File: src/rtl/adder_arb_pkg.sv
// Shared definitions for the adder arbiter.
//   arb_state_t : FSM state encoding (IDLE, SETTLE, RESP)
//   ID_W        : requester id width for the default of 4 requesters
//   rr_pick     : round-robin search; first set bit of valid at or above ptr,
//                 wrapping modulo n (n must be a power of two, at most RR_MAX)
package adder_arb_pkg;

  typedef enum logic [1:0] {
    IDLE   = 2'd0,
    SETTLE = 2'd1,
    RESP   = 2'd2
  } arb_state_t;

  localparam int N_REQ_DEF = 4;
  localparam int ID_W      = $clog2(N_REQ_DEF);
  localparam int RR_MAX    = 32;

  // The loop covers the largest supported requester count; entries beyond n
  // are ignored. Wrapping uses a mask because n is a power of two.
  function automatic logic [4:0] rr_pick(input logic [RR_MAX-1:0] valid,
                                         input logic [4:0]        ptr,
                                         input int                n);
    logic [4:0] pick;
    logic [4:0] idx;
    logic       found;
    pick  = '0;
    found = 1'b0;
    for (int i = 0; i < RR_MAX; i++) begin
      idx = (ptr + 5'(i)) & 5'(n - 1);
      if ((i < n) && !found && valid[idx]) begin
        pick  = idx;
        found = 1'b1;
      end
    end
    return pick;
  endfunction

endpackage

File: src/rtl/add16.sv
// Structural 16-bit ripple-carry adder, carry-in tied to 0.
//   A, B : operands
//   Sum  : A+B modulo 2^16
//   CO   : carry out of bit 15
// The carry ripples through all sixteen cells, so the owner must hold the
// operands stable for several cycles before sampling Sum/CO.
module add16 (
  input  logic [15:0] A,
  input  logic [15:0] B,
  output logic [15:0] Sum,
  output logic        CO
);

  logic [16:0] carry;

  assign carry[0] = 1'b0;

  for (genvar i = 0; i < 16; i++) begin : g_fa
    // One full-adder cell per bit.
    assign Sum[i]     = A[i] ^ B[i] ^ carry[i];
    assign carry[i+1] = (A[i] & B[i]) | (A[i] & carry[i]) | (B[i] & carry[i]);
  end

  assign CO = carry[16];

endmodule

File: src/rtl/adder_arbiter.sv
// Round-robin arbiter sharing one ripple-carry adder between N_REQ clients.
//   Clk, Reset_n          : clock, asynchronous active-low reset
//   req_valid/req_ready   : per-requester operand handshake (ready one-hot or 0)
//   req_A, req_B          : operands per requester
//   resp_valid/resp_ready : result handshake
//   resp_id/resp_sum/resp_co : owner of result, A+B, carry out
//   busy                  : high whenever the FSM is not IDLE
// Handshake rule (both interfaces): a transfer happens on a rising edge where
// valid and ready are both high; the producer holds its payload until then.
// req_ready is only ever high in IDLE, combinationally, for the granted
// requester. resp_* are registered and stay stable while waiting in RESP.
// WIDTH must be 16 to match the shared add16 instance.
module adder_arbiter
  import adder_arb_pkg::*;
#(
  parameter int N_REQ         = 4,
  parameter int WIDTH         = 16,
  parameter int SETTLE_CYCLES = 2
) (
  input  logic                          Clk,
  input  logic                          Reset_n,
  input  logic [N_REQ-1:0]              req_valid,
  output logic [N_REQ-1:0]              req_ready,
  input  logic [N_REQ-1:0][WIDTH-1:0]   req_A,
  input  logic [N_REQ-1:0][WIDTH-1:0]   req_B,
  output logic                          resp_valid,
  input  logic                          resp_ready,
  output logic [$clog2(N_REQ)-1:0]      resp_id,
  output logic [WIDTH-1:0]              resp_sum,
  output logic                          resp_co,
  output logic                          busy
);

  localparam int IDW   = $clog2(N_REQ);
  localparam int CNT_W = $clog2(SETTLE_CYCLES) + 1;
  localparam logic [CNT_W-1:0] SETTLE_LOAD = CNT_W'(SETTLE_CYCLES - 1);

  arb_state_t       state_q, state_d;
  logic [IDW-1:0]   rr_ptr_q, rr_ptr_d;
  logic [CNT_W-1:0] settle_cnt_q, settle_cnt_d;
  logic [WIDTH-1:0] op_a_q, op_a_d;
  logic [WIDTH-1:0] op_b_q, op_b_d;
  logic [IDW-1:0]   op_id_q, op_id_d;
  logic             resp_valid_q, resp_valid_d;
  logic [IDW-1:0]   resp_id_q, resp_id_d;
  logic [WIDTH-1:0] resp_sum_q, resp_sum_d;
  logic             resp_co_q, resp_co_d;

  logic [IDW-1:0]   grant_idx;
  logic             accept;
  logic [WIDTH-1:0] add_sum;
  logic             add_co;

  assign grant_idx = IDW'(rr_pick(RR_MAX'(req_valid), 5'(rr_ptr_q), N_REQ));
  // Reset_n gates accept so req_ready stays low while reset is held.
  assign accept    = (state_q == IDLE) && (|req_valid) && Reset_n;
  assign req_ready = accept ? (N_REQ'(1) << grant_idx) : '0;

  // Operand registers feed the adder directly; the settle window covers the
  // ripple path from op_*_q through the carry chain into resp_*_q.
  add16 u_add16 (
    .A   (op_a_q),
    .B   (op_b_q),
    .Sum (add_sum),
    .CO  (add_co)
  );

  always_comb begin
    state_d      = state_q;
    rr_ptr_d     = rr_ptr_q;
    settle_cnt_d = settle_cnt_q;
    op_a_d       = op_a_q;
    op_b_d       = op_b_q;
    op_id_d      = op_id_q;
    resp_valid_d = resp_valid_q;
    resp_id_d    = resp_id_q;
    resp_sum_d   = resp_sum_q;
    resp_co_d    = resp_co_q;
    case (state_q)
      IDLE: begin
        if (accept) begin
          op_a_d       = req_A[grant_idx];
          op_b_d       = req_B[grant_idx];
          op_id_d      = grant_idx;
          settle_cnt_d = SETTLE_LOAD;
          state_d      = SETTLE;
        end
      end
      SETTLE: begin
        if (settle_cnt_q != '0) begin
          settle_cnt_d = settle_cnt_q - CNT_W'(1);
        end else begin
          resp_sum_d   = add_sum;
          resp_co_d    = add_co;
          resp_id_d    = op_id_q;
          resp_valid_d = 1'b1;
          state_d      = RESP;
        end
      end
      RESP: begin
        if (resp_ready) begin
          resp_valid_d = 1'b0;
          // N_REQ is a power of two, so the IDW-bit add wraps correctly.
          rr_ptr_d     = op_id_q + IDW'(1);
          state_d      = IDLE;
        end
      end
      default: state_d = IDLE;
    endcase
  end

  always_ff @(posedge Clk or negedge Reset_n) begin
    if (!Reset_n) begin
      state_q      <= IDLE;
      rr_ptr_q     <= '0;
      settle_cnt_q <= '0;
      op_a_q       <= '0;
      op_b_q       <= '0;
      op_id_q      <= '0;
      resp_valid_q <= 1'b0;
      resp_id_q    <= '0;
      resp_sum_q   <= '0;
      resp_co_q    <= 1'b0;
    end else begin
      state_q      <= state_d;
      rr_ptr_q     <= rr_ptr_d;
      settle_cnt_q <= settle_cnt_d;
      op_a_q       <= op_a_d;
      op_b_q       <= op_b_d;
      op_id_q      <= op_id_d;
      resp_valid_q <= resp_valid_d;
      resp_id_q    <= resp_id_d;
      resp_sum_q   <= resp_sum_d;
      resp_co_q    <= resp_co_d;
    end
  end

  assign resp_valid = resp_valid_q;
  assign resp_id    = resp_id_q;
  assign resp_sum   = resp_sum_q;
  assign resp_co    = resp_co_q;
  assign busy       = (state_q != IDLE);

endmodule

File: config.mk
export PLATFORM = sky130hd
export DESIGN_NAME = adder_arbiter
export DESIGN_NICKNAME = d
export VERILOG_FILES = /design/src/rtl/adder_arb_pkg.sv /design/src/rtl/add16.sv /design/src/rtl/adder_arbiter.sv
export SDC_FILE = /design/constraint.sdc
export NUM_CORES = 1
export LEC_CHECK = 0
export ABC_AREA = 1
export ABC_CLOCK_PERIOD_IN_PS = 15250
export CORE_MARGIN = 5
export CORE_UTILIZATION = 49
export CTS_CLUSTER_DIAMETER = 80
export DETAILED_ROUTE_END_ITERATION = 8
export PLACE_DENSITY = 0.88
export SLEW_MARGIN = 20
export SYNTH_ARGS = -nofsm -noshare
export SYNTH_HDL_FRONTEND = slang
export SYNTH_SLANG_ARGS = --single-unit
export TNS_END_PERCENT = 1
File: constraint.sdc
create_clock -name Clk -period 15.25 [get_ports Clk]
set_input_delay 3.05 -clock Clk [delete_from_list [all_inputs] [get_ports Clk]]
set_output_delay 3.05 -clock Clk [all_outputs]
set_load 0.03 [all_outputs]
## Word level (Yosys, flattened, before mapping)

Index checks and enable logic that the tools add are counted.

- Flip-flop bits (word level): 60
- Latch bits: 0
- Memory bits (writable): 0
- ROM bits: 0
- Output and inout bits: 25
- Logic and storage cells: 184
- Memories kept: 0

- Add/subtract/negate cells: 5
- Multipliers: 0
- Divide/modulo/power cells: 0
- $lt $le $gt $ge: 5
- Equal/unequal tests: 6
- Shifts and indexed selects: 1
- Multiplexer cells: 29
- Bitwise logic cells: 108
- Reduce and logical (&&, ||, !) cells: 20

Operator list:

| operator | number |
|---|---|
| 16-bit binary-select mux with 2-bit select | 2 |
| 1-bit bitwise AND | 46 |
| 16-bit 2-to-1 mux | 2 |
| 1-bit bitwise XOR | 31 |
| 1-bit bitwise OR | 30 |
| 2-bit by 6-bit < comparator with 1-bit output, second input constant | 4 |
| 2-bit 2-to-1 mux | 8 |
| 1-bit 2-to-1 mux | 9 |
| 3-bit AND reduction | 3 |
| 1-bit binary-select mux with 2-bit select | 4 |
| 2-bit inequality test, second input constant | 4 |
| 2-bit nonzero test | 4 |
| 2-bit case mux with 3 select lines | 1 |
| 2-bit AND reduction | 3 |
| 1-bit logical AND | 5 |
| 2-bit by 1-bit adder with 2-bit output, second input constant | 2 |
| 2-bit adder, second input constant | 2 |
| 4-bit 2-to-1 mux | 1 |
| 2-bit case mux with 2 select lines | 1 |
| 4-bit OR reduction | 1 |
| 1-bit by 2-bit left shift with 4-bit output, first input constant | 1 |
| 1-bit zero test | 3 |
| 2-bit by 3-bit < comparator with 1-bit output, second input constant | 1 |
| 2-bit by 1-bit == test with 1-bit output, second input constant | 1 |
| other kinds (5) | 5 |

## Depth between registers and ports, before layout

Gate-level depths: netlist (run 1).

- Word-level depth: 46
- Mapped depth: 18
- Mapped depth without buffers: 18

## Cells and area by module

From an unflattened synthesis (run 1), not the netlist that was laid out.

- Cells, all modules: 622
- Area, all modules: 4395.5 um^2

Modules (own cells, without submodules):

| module | times used | cells each | area an instance (um^2) | seq. area each (um^2) |
|---|---|---|---|---|
| adder_arbiter | 1 | 601 | 4063.9 | 1501.4 |
| add16 | 1 | 21 | 331.6 | 0.0 |

## Worst setup path before layout (run 1)

Ideal clock, no wire load.

- Path kind: input -> output
- From: input req_valid[3]
- To: output req_ready[0]
- Arrival: 4.596 ns
- Required time: 12.200 ns
- Slack: 7.604 ns
- Stages on the path: 11
- Cell sequence: inv_1 -> nand2_1 -> nand3_1 -> nand2_2 -> inv_2 -> nand3_1 -> nand3_2 -> nand2_2 -> buf_6 -> buf_6 -> nor3_1

- Word-level cells in the longest chain between the ends: 14
- Elaborated cells on any way between the ends: 26

Ends and longest elaborated chain:

| what | RTL line | source |
|---|---|---|
| start, declared | adder_arbiter.sv:22 | `input logic [N_REQ-1:0] req_valid,` |
| 1-bit binary-select mux with 2-bit select | adder_arb_pkg.sv:30 | `if ((i < n) && !found && valid[idx]) begin` |
| 1-bit 2-to-1 mux (implied by the code) | adder_arb_pkg.sv:30 |  |
| 1-bit 2-to-1 mux | adder_arb_pkg.sv:30 |  |
| 1-bit zero test | adder_arb_pkg.sv:30 |  |
| 1-bit logical AND | adder_arb_pkg.sv:30 |  |
| 1-bit 2-to-1 mux | adder_arb_pkg.sv:30 |  |
| 1-bit zero test | adder_arb_pkg.sv:30 |  |
| 1-bit logical AND | adder_arb_pkg.sv:30 |  |
| 1-bit 2-to-1 mux | adder_arb_pkg.sv:30 |  |
| 1-bit zero test | adder_arb_pkg.sv:30 |  |
| 1-bit logical AND | adder_arb_pkg.sv:30 |  |
| 2-bit 2-to-1 mux | adder_arb_pkg.sv:30 |  |
| 1-bit by 2-bit left shift with 4-bit output | adder_arbiter.sv:57 | `assign req_ready = accept ? (N_REQ'(1) << grant_idx) : '0;` |
| 4-bit 2-to-1 mux (*) | adder_arbiter.sv:57 |  |
| end, declared | adder_arbiter.sv:23 | `output logic [N_REQ-1:0] req_ready,` |

Mark *: on every way between the ends. The rest lies on a longest branch, timed or not. The select of a mux whose other input is x is not followed.

## Worst setup path in the final report (run 1)

- From: input req_valid[1]
- To: output req_ready[3]

The elaborated chain is that of the path after synthesis.

==> impl_metrics.json, run 1 <==
{
  "grt_pass1_vias": 4464,
  "dp_hpwl_um": 10100,
  "synthFlopType": "dfrtp_1",
  "grt_max_degree": 68,
  "synth_top_area_share_pct": 35.4,
  "wl_per_cell_um": 15.1,
  "die_h_um": 103,
  "synth-async-reset-ratio_pct": 100,
  "placed_cell_area_um2": 5760,
  "start_util_pct": 49.4,
  "area_growth_pct": 42.1,
  "highest-signal-layer": "met4",
  "period_share_pct": 60.6,
  "grt_usage_pct": 25.5,
  "dieArea_um2": 10600,
  "peakVddDrop_mv": 0.126,
  "yosysWarnings": 0,
  "drive_above_1_share_pct": 6.01,
  "antenna_found_initial": 0,
  "wl_met2_um": 6450,
  "synthSimpleGateAreaFrac_pct": 43.9,
  "wl_um": 13200,
  "drtIter0Drc": 461,
  "min_path_type": "flop to flop",
  "finalPower_mw": 1.47,
  "numPortBuffers": 159,
  "whs_path_depth": 2,
  "slew_violations": 0,
  "synth-xor-area-share_pct": 0,
  "clock_latency_ns": 0.34,
  "reg2reg_to": "resp_sum[15]",
  "core_area_um2": 8590,
  "worstPathArrival_ns": 6.20,
  "syn_area_per_cell_um2": 6.81,
  "min_from": "resp_valid",
  "place_congestion": 0.932,
  "reg2reg_depth": 18,
  "worst_pin_slew_ns": 0.875,
  "setup_viol": 0,
  "yosys-mux-area-fraction_pct": 3.98,
  "synthAdderAreaFrac_pct": 7.67,
  "ys_ff_latch": 60,
  "overflow": 0,
  "first_pass_iters": 5,
  "reg2reg_setup_slack_ns": 8.30,
  "synth_most_common_cell": "nand2_1",
  "synth_top_family_by_area": "simple AND/OR/NAND/NOR gates",
  "synth.distinct_cells": 25,
  "cp-start-kind": "input pin",
  "hold_viol_final": 0,
  "p_per_area_nw_per_um2": 244,
  "hold_buffers": 0,
  "io_pins": 160,
  "postCtsSetupRepairBufs": 0,
  "timing.slew.headroom_pct": 41.5,
  "cts.repair.resized": 0,
  "met3_wirelength_um": 894,
  "fin_crit_ns": 9.25,
  "wl_met1_um": 5630,
  "clk_pin_slew_ns": 0.07,
  "clkSinkCount": 60,
  "path_class": "input pin to primary output",
  "reg2reg_from": "op_a_q[0]",
  "synth_nets": 775,
  "clock_skew_ns": 0.00837,
  "grt_pass1_wl_um": 21100,
  "synth.area.top_cells": "dfrtp_1 (35%), nand2_1 (33%), nand3_1 (8.7%)",
  "cts_tree": "yes",
  "die_w_um": 103,
  "ant_nets": 0,
  "crit_fanout": 36,
  "cts-buffers-inserted": 9,
  "synth_area_leader_cell": "dfrtp_1",
  "finalNetCount": 913,
  "syn_area_um2": 4240,
  "synth_compound_area_share_pct": 1.77,
  "synth_edf_count": 0,
  "max_freq_mhz": 108,
  "min_to": "resp_valid",
  "htreeDepth": 3,
  "leakage_nw": 3.13,
  "rows": 34,
  "synth_cells": 623,
  "rsz0062_at_grt": "false",
  "route.detailed.drc": 0,
  "crit_path_end_kind": "primary output",
  "ys_seq_area_share_pct": 35.4,
  "setup-tns-final_ns": 0,
  "yosys-top-cells-count": "nand2_1 (369), nand3_1 (74), dfrtp_1 (60), fa_1 (15), mux2_2 (15)",
  "vias": 4518,
  "worstPathRequired_ns": 12.20,
  "viasPerCell": 5.17,
  "root_buffer": "clkbuf_8",
  "hold_ws_ns": 0.472,
  "cts_max_path_buffers": 2,
  "finalInstanceArea_um2": 6030,
  "num_antenna_cells": 0,
  "status": "completed",
  "max_cap_viol_count": 0
}
==> cells in the final DEF (no fill, tap or decap), drive strengths merged, types with 2 or more instances in the layout <==
cell type and n:
clkinv 2, ha 2, clkdlybuf4s50 158, clkbuf 12
inv 17, nor2 7, nand2 373, bufinv 4
nand4 3, fa 15, buf 6, mux2 15
a21oi 2, o21ai 13, dfrtp 60, nand3 75
==> logic make-up (layout without fill, tap and decap cells) <==
kind of cell | after synthesis | after routing
compound gates | 15 | 15
fa+ha+maj | 17 | 17
buf+inv | 56 | 199
flops | 60 | 60
mux | 15 | 15
simple gates | 460 | 460
==> routing by layer <==
layer / vias to the layer above / track usage (%)
li1: 2214 / -
met1: 2068 / 34.9
met2: 214 / 41.7
met3: 22 / 4.19
met4: 0 / 7.17
met5: - / 0
==> sequential cells by signal, indices dropped and copies added (netlist names) <==
| register | flops |
|---|---|
| resp_sum | 16 |
| resp_valid | 1 |
| op_a_q | 16 |
| op_id_q | 2 |
| rr_ptr_q | 2 |
| op_b_q | 16 |
| resp_id | 2 |
| state_q | 2 |
| settle_cnt_q | 2 |
| resp_co | 1 |
==> per-stage QoR <==
step	cells	utilization [%]	setup slack (ns)
final	874	70.2	6.00
after global routing	874	70.2	5.76
after CTS	874	70.2	6.02
after detailed placement	858	67.1	6.01
after global placement	858	67.1	6.14
after floorplan	623	-	7.60
==> cell type report <==
class,count,area [µm²]
fillers,701,2560
multi-input cells,507,2430
repair buffers,164,1620
flip-flops and latches,60,1500
clock buffers,12,145
well taps,108,135
clock inverters,4,120
inverters,19,72.6
==> worst max path at each step <==
stage	depth (start not counted)	slack, ns	to	from
CTS	12	6.02	req_ready[3]	req_valid[1]
detailed placement	14	6.01	req_ready[1]	req_valid[1]
global route	14	5.76	req_ready[3]	req_valid[1]
floorplan	11	7.60	req_ready[0]	req_valid[3]
finish	12	6.00	req_ready[3]	req_valid[1]
global placement	14	6.14	req_ready[3]	req_valid[1]
==> power breakdown <==
group | switching, mW | internal [mW] | total [mW]
sequential | 0.0585 | 0.237 | 0.296
clock | 0.0617 | 0.130 | 0.191
combinational | 0.639 | 0.346 | 0.985
total | 0.759 | 0.713 | 1.47
==> critical path: stages <==
cell,delay [ns]
clkdlybuf4s50_1,0.50
inv_1,0.08
nand2_1,0.06
nand3_1,0.14
nand2_2,0.14
nor2_4,0.05
nand3b_1,0.08
nand3_1,0.09
nand2_2,0.50
clkinv_2,0.53
nor2_1,0.24
clkdlybuf4s50_1,0.71
(Power assumes the default switching activity.)
==> run 2, diff against run 1 <==
--- a/config.mk
+++ b/config.mk
@@ -6,12 +6,12 @@
 export NUM_CORES = 1
 export LEC_CHECK = 0
 export ABC_AREA = 1
-export ABC_CLOCK_PERIOD_IN_PS = 15250
+export ABC_CLOCK_PERIOD_IN_PS = 8900
 export CORE_MARGIN = 5
-export CORE_UTILIZATION = 49
+export CORE_UTILIZATION = 45
 export CTS_CLUSTER_DIAMETER = 80
 export DETAILED_ROUTE_END_ITERATION = 8
-export PLACE_DENSITY = 0.88
+export PLACE_DENSITY = 0.81
 export SLEW_MARGIN = 20
 export SYNTH_ARGS = -nofsm -noshare
 export SYNTH_HDL_FRONTEND = slang
==> constraint.sdc (replaced) <==
create_clock -name Clk -period 8.9 [get_ports Clk]
set_input_delay 1.78 -clock Clk [delete_from_list [all_inputs] [get_ports Clk]]
set_output_delay 1.78 -clock Clk [all_outputs]
set_load 0.03 [all_outputs]
==> impl_metrics.json, run 2 (synthesis results as in run 1) <==
{
  "status": "completed",
  "wl_per_cell_um": 14.8,
  "fin_crit_ns": 6.99,
  "path_class": "flop to flop",
  "timing.slew.headroom_pct": 37.0,
  "dieArea_um2": 11500,
  "rows": 35,
  "max_cap_viol_count": 0,
  "min_from": "resp_valid",
  "reg2reg_from": "op_a_q[0]",
  "root_buffer": "clkbuf_8",
  "finalNetCount": 912,
  "postCtsSetupRepairBufs": 0,
  "crit_fanout": 2,
  "viasPerCell": 5.18,
  "finalPower_mw": 2.48,
  "cts_tree": "yes",
  "reg2reg_setup_slack_ns": 1.91,
  "reg2reg_depth": 18,
  "vias": 4538,
  "wl_um": 12900,
  "hold_ws_ns": 0.485,
  "grt_pass1_wl_um": 21600,
  "worst_slack_ns": 1.91,
  "ant_nets": 0,
  "reg2reg_to": "resp_sum[15]",
  "worstPathRequired_ns": 9.12,
  "area_growth_pct": 41.7,
  "cts-buffers-inserted": 9,
  "period_share_pct": 78.5,
  "slew_violations": 0,
  "worst_pin_slew_ns": 0.940,
  "hold_viol_final": 0,
  "final-seq-area_um2": 1500,
  "peakVddDrop_mv": 0.226,
  "io_pins": 160,
  "cts_max_path_buffers": 2,
  "p_per_area_nw_per_um2": 412,
  "first_pass_iters": 5,
  "numPortBuffers": 159,
  "core_area_um2": 9200,
  "crit_path_end_kind": "flop",
  "route.detailed.drc": 0,
  "die_h_um": 107,
  "rsz0062_at_grt": "false",
  "multi_input_area_um2": 2440,
  "drtIter0Drc": 321,
  "grt_pass1_vias": 4415,
  "clk_pin_slew_ns": 0.06,
  "worstPathArrival_ns": 7.20,
  "fillCellCount": 773,
  "setup_viol": 0,
  "crit_path_end": "resp_sum[15]",
  "leakage_nw": 3.12,
  "antenna_found_initial": 0,
  "place_congestion": 0.977,
  "dp_hpwl_um": 9950,
  "setup-tns-final_ns": 0,
  "final_cell_mix": "nand2_1 (369), clkdlybuf4s50_1 (158), nand3_1 (74), dfrtp_1 (60)",
  "clkSinkCount": 60,
  "min_path_type": "flop to flop",
  "final_common_cell": "nand2_1",
  "die_w_um": 107,
  "clock_latency_ns": 0.33,
  "hold_buffers": 0,
  "max_freq_mhz": 143,
  "grt_usage_pct": 23.4,
  "num_antenna_cells": 0,
  "place_ws_ns": 1.72,
  "drive_above_1_share_pct": 6.01,
  "overflow": 0,
  "cp-startpoint": "op_a_q[0]",
  "start_util_pct": 46.1,
  "htreeDepth": 3,
  "utilization_pct": 65.4,
  "grt_max_degree": 68,
  "cts.repair.resized": 0,
  "cp-start-kind": "flop",
  "clock_skew_ns": 0.00603
}
[run 2: cell count changes in the layout (fill, tap and decap cells not counted)]
cell / change
buf_4: -1
nand2_2: -1
nand2_4: +1
clkinv_2: +1
clkbuf_8: +1
bufinv_16: -1
clkbuf_1: -1
[run 2: power breakdown]
part	internal, mW	switching (mW)	total, mW	leakage [nW]
clock	0.201	0.101	0.302	0.127
combinational	0.590	1.08	1.67	2.25
sequential	0.407	0.0993	0.506	0.746
[run 2: worst max-delay path, cell delays in order, from the launching register on]
cell and delay (ns):
dfrtp_1 0.38, ha_1 0.21, fa_1 0.38, fa_1 0.40, fa_1 0.40, fa_1 0.39, fa_1 0.39, fa_1 0.39
fa_1 0.38, fa_1 0.39, fa_1 0.39, fa_1 0.41, fa_1 0.42, fa_1 0.43, fa_1 0.40, fa_1 0.39
inv_1 0.08, fa_1 0.40, o21ai_0 0.23
[run 2: area by class of cell]
cell class | instances | share of cell area [%]
clock buffer | 12 | 2.58
clock inverter | 4 | 1.58
inverter | 19 | 1.21
multi-input combinational | 507 | 40.5
sequential | 60 | 25.0
tap | 111 | 2.31
timing repair buffer | 163 | 26.9
[run 2: worst min path at each step]
| stage | to | slack (ns) | cells past startpoint |
|---|---|---|---|
| 3_5_place_dp | resp_valid | 0.47 | 2 |
| 6_report | resp_valid | 0.49 | 2 |
| 2_1_floorplan | op_a_q[15] | 0.45 | 2 |
| 3_3_place_gp | resp_valid | 0.46 | 2 |
| 5_1_grt | resp_valid | 0.50 | 2 |
| 4_1_cts | resp_valid | 0.49 | 2 |
[run 2: routing by layer]
layer / GRT usage, % / wire length, µm / share of wire (%) / vias to the layer above
li1: - / - / - / 2217
met1: 32.3 / 5660 / 44 / 2101
met2: 37.4 / 6150 / 48 / 195
met3: 3.37 / 798 / 6.2 / 25
met4: 8.22 / 323 / 2.5 / 0
met5: 0 / 0 / 0 / -
[run 2: through the flow]
stage / cell area, µm² / std cells
floorplan: 4240 / 623
global placement: 5760 / 860
detailed placement: 5760 / 860
CTS: 6010 / 876
global route: 6020 / 876
finish: 6020 / 876
==> run 3, diff against run 2 <==
--- a/config.mk
+++ b/config.mk
@@ -6,12 +6,12 @@
 export NUM_CORES = 1
 export LEC_CHECK = 0
 export ABC_AREA = 1
-export ABC_CLOCK_PERIOD_IN_PS = 8900
+export ABC_CLOCK_PERIOD_IN_PS = 6180
 export CORE_MARGIN = 5
-export CORE_UTILIZATION = 45
+export CORE_UTILIZATION = 41
 export CTS_CLUSTER_DIAMETER = 80
 export DETAILED_ROUTE_END_ITERATION = 8
-export PLACE_DENSITY = 0.81
+export PLACE_DENSITY = 0.78
 export SLEW_MARGIN = 20
 export SYNTH_ARGS = -nofsm -noshare
 export SYNTH_HDL_FRONTEND = slang
==> constraint.sdc (replaced) <==
create_clock -name Clk -period 6.18 [get_ports Clk]
set_input_delay 1.236 -clock Clk [delete_from_list [all_inputs] [get_ports Clk]]
set_output_delay 1.236 -clock Clk [all_outputs]
set_load 0.03 [all_outputs]
==> impl_metrics.json, run 3 (synthesis results as in run 1) <==
{
  "status": "completed",
  "fillCellCount": 919,
  "rows": 37,
  "reg2reg_setup_slack_ns": 0.05,
  "grt_max_degree": 65,
  "final_cell_mix": "nand2_1 (369), clkdlybuf4s50_1 (156), nand3_1 (74), dfrtp_1 (60), mux2_2 (15)",
  "drtIter0Drc": 279,
  "viasPerCell": 4.94,
  "setup-tns-final_ns": 0,
  "reg2reg_to": "resp_sum[15]",
  "place_congestion": 0.914,
  "wl_per_cell_um": 14.1,
  "grt_usage_pct": 20.1,
  "io_pins": 160,
  "max_cap_viol_count": 0,
  "route.detailed.drc": 0,
  "place_ws_ns": -0.252,
  "cts_tree": "yes",
  "clk_pin_slew_ns": 0.07,
  "min_path_type": "flop to flop",
  "area_growth_pct": 43.6,
  "period_share_pct": 99.2,
  "fin_crit_ns": 6.13,
  "clock_skew_ns": 0.00699,
  "die_h_um": 112,
  "crit_path_end": "resp_sum[15]",
  "hold_buffers": 0,
  "timing.slew.headroom_pct": 38.9,
  "placed_cell_area_um2": 5830,
  "max_freq_mhz": 163,
  "final_common_cell": "nand2_1",
  "num_antenna_cells": 0,
  "crit_fanout": 2,
  "worstPathArrival_ns": 6.38,
  "worst_slack_ns": 0.0523,
  "clkSinkCount": 60,
  "antenna_found_initial": 0,
  "placed_cells": 888,
  "crit_path_end_kind": "flop",
  "grt_pass1_wl_um": 20600,
  "p_per_area_nw_per_um2": 586,
  "worstPathRequired_ns": 6.43,
  "ant_nets": 0,
  "cts-buffers-inserted": 9,
  "peakVddDrop_mv": 0.301,
  "start_util_pct": 41.5,
  "first_pass_iters": 5,
  "dieArea_um2": 12500,
  "cp-startpoint": "op_a_q[0]",
  "setup_viol": 0,
  "finalNetCount": 917,
  "reg2reg_depth": 18,
  "core_area_um2": 10200,
  "htreeDepth": 3,
  "clock_latency_ns": 0.34,
  "path_class": "flop to flop",
  "drive_above_1_share_pct": 8.83,
  "slew_violations": 0,
  "hold_viol_final": 0,
  "finalInstanceArea_um2": 6090,
  "cp-start-kind": "flop",
  "numPortBuffers": 159,
  "rsz0062_at_grt": "true",
  "cts_max_path_buffers": 2,
  "fin_cells": 906,
  "wl_um": 12800,
  "grt_pass1_vias": 4396,
  "vias": 4472,
  "die_w_um": 112,
  "root_buffer": "clkbuf_8",
  "leakage_nw": 3.11,
  "overflow": 0,
  "worst_pin_slew_ns": 0.914,
  "reg2reg_from": "op_a_q[0]",
  "dp_hpwl_um": 10000
}
[run 3: cell types whose count changed in the layout (fill, tap and decap cells not counted), moves of 2 or more]
cell / delta
clkbuf_8: -2
fa_1: -14
clkdlybuf4s50_1: -2
buf_4: +7
fa_2: +14
[run 3: area by class of cell]
type                            count  area, µm²  share of cell area, %
Sequential cell                    60       1500                   24.6
Clock buffer                       11        131                   2.16
Inverter                           19       72.6                   1.19
Multi-Input combinational cell    507       2470                   40.5
Clock inverter                      5        100                   1.64
Timing Repair Buffer              168       1650                   27.1
Tap cell                          136        170                   2.79
[run 3: how the worst min path moves through the flow]
stage	start	to	slack, ns	cells after the start
after global routing	op_b_q[15]	op_b_q[15]	0.53	2
after CTS	op_id_q[0]	rr_ptr_q[0]	0.49	1
after floorplan	op_a_q[15]	op_a_q[15]	0.45	2
final	op_id_q[0]	rr_ptr_q[0]	0.48	1
after global placement	resp_valid	resp_valid	0.46	2
after detailed placement	op_a_q[0]	op_a_q[0]	0.47	2
[run 3: power breakdown]
group,total (mW),switching (mW),internal [mW]
Combinational,2.41,1.53,0.881
Clock,0.418,0.151,0.267
Sequential,0.739,0.154,0.585
[run 3: repair_timing]
| action | in CTS | in global routing |
|---|---|---|
| pin swaps | 3 | 4 |
| resized for setup | 8 | 0 |
| hold endpoints to repair | 0 | 0 |
| setup buffers | 0 | 2 |
| gates cloned | 0 | 0 |
| setup endpoints to repair | 3 | 2 |
[run 3: metal layers]
layer,part of all wire (%),track usage (%)
met1,44,27.0
met3,5.0,2.12
met5,0,0
met2,49,33.5
met4,2.2,7.79
[run 3: worst max-delay path, stage by stage, from the launching register on]
cell and delay (ns):
dfrtp_1 0.38, ha_2 0.19, fa_2 0.33, fa_2 0.35
fa_2 0.35, fa_2 0.37, fa_2 0.37, fa_2 0.35
fa_2 0.34, fa_2 0.34, fa_2 0.35, fa_2 0.34
fa_2 0.35, fa_2 0.35, fa_2 0.35, fa_2 0.35
inv_2 0.07, fa_1 0.40, o21ai_1 0.12
[run 3: through the flow]
stage               hold slack (ns)  util, %  power [mW]
floorplan                     0.449        -        2.56
global placement              0.463     57.0        3.09
detailed placement            0.474     57.0        3.15
CTS                           0.491     59.4        3.60
global route                  0.533     59.6        3.93
finish                        0.483     59.6        3.57
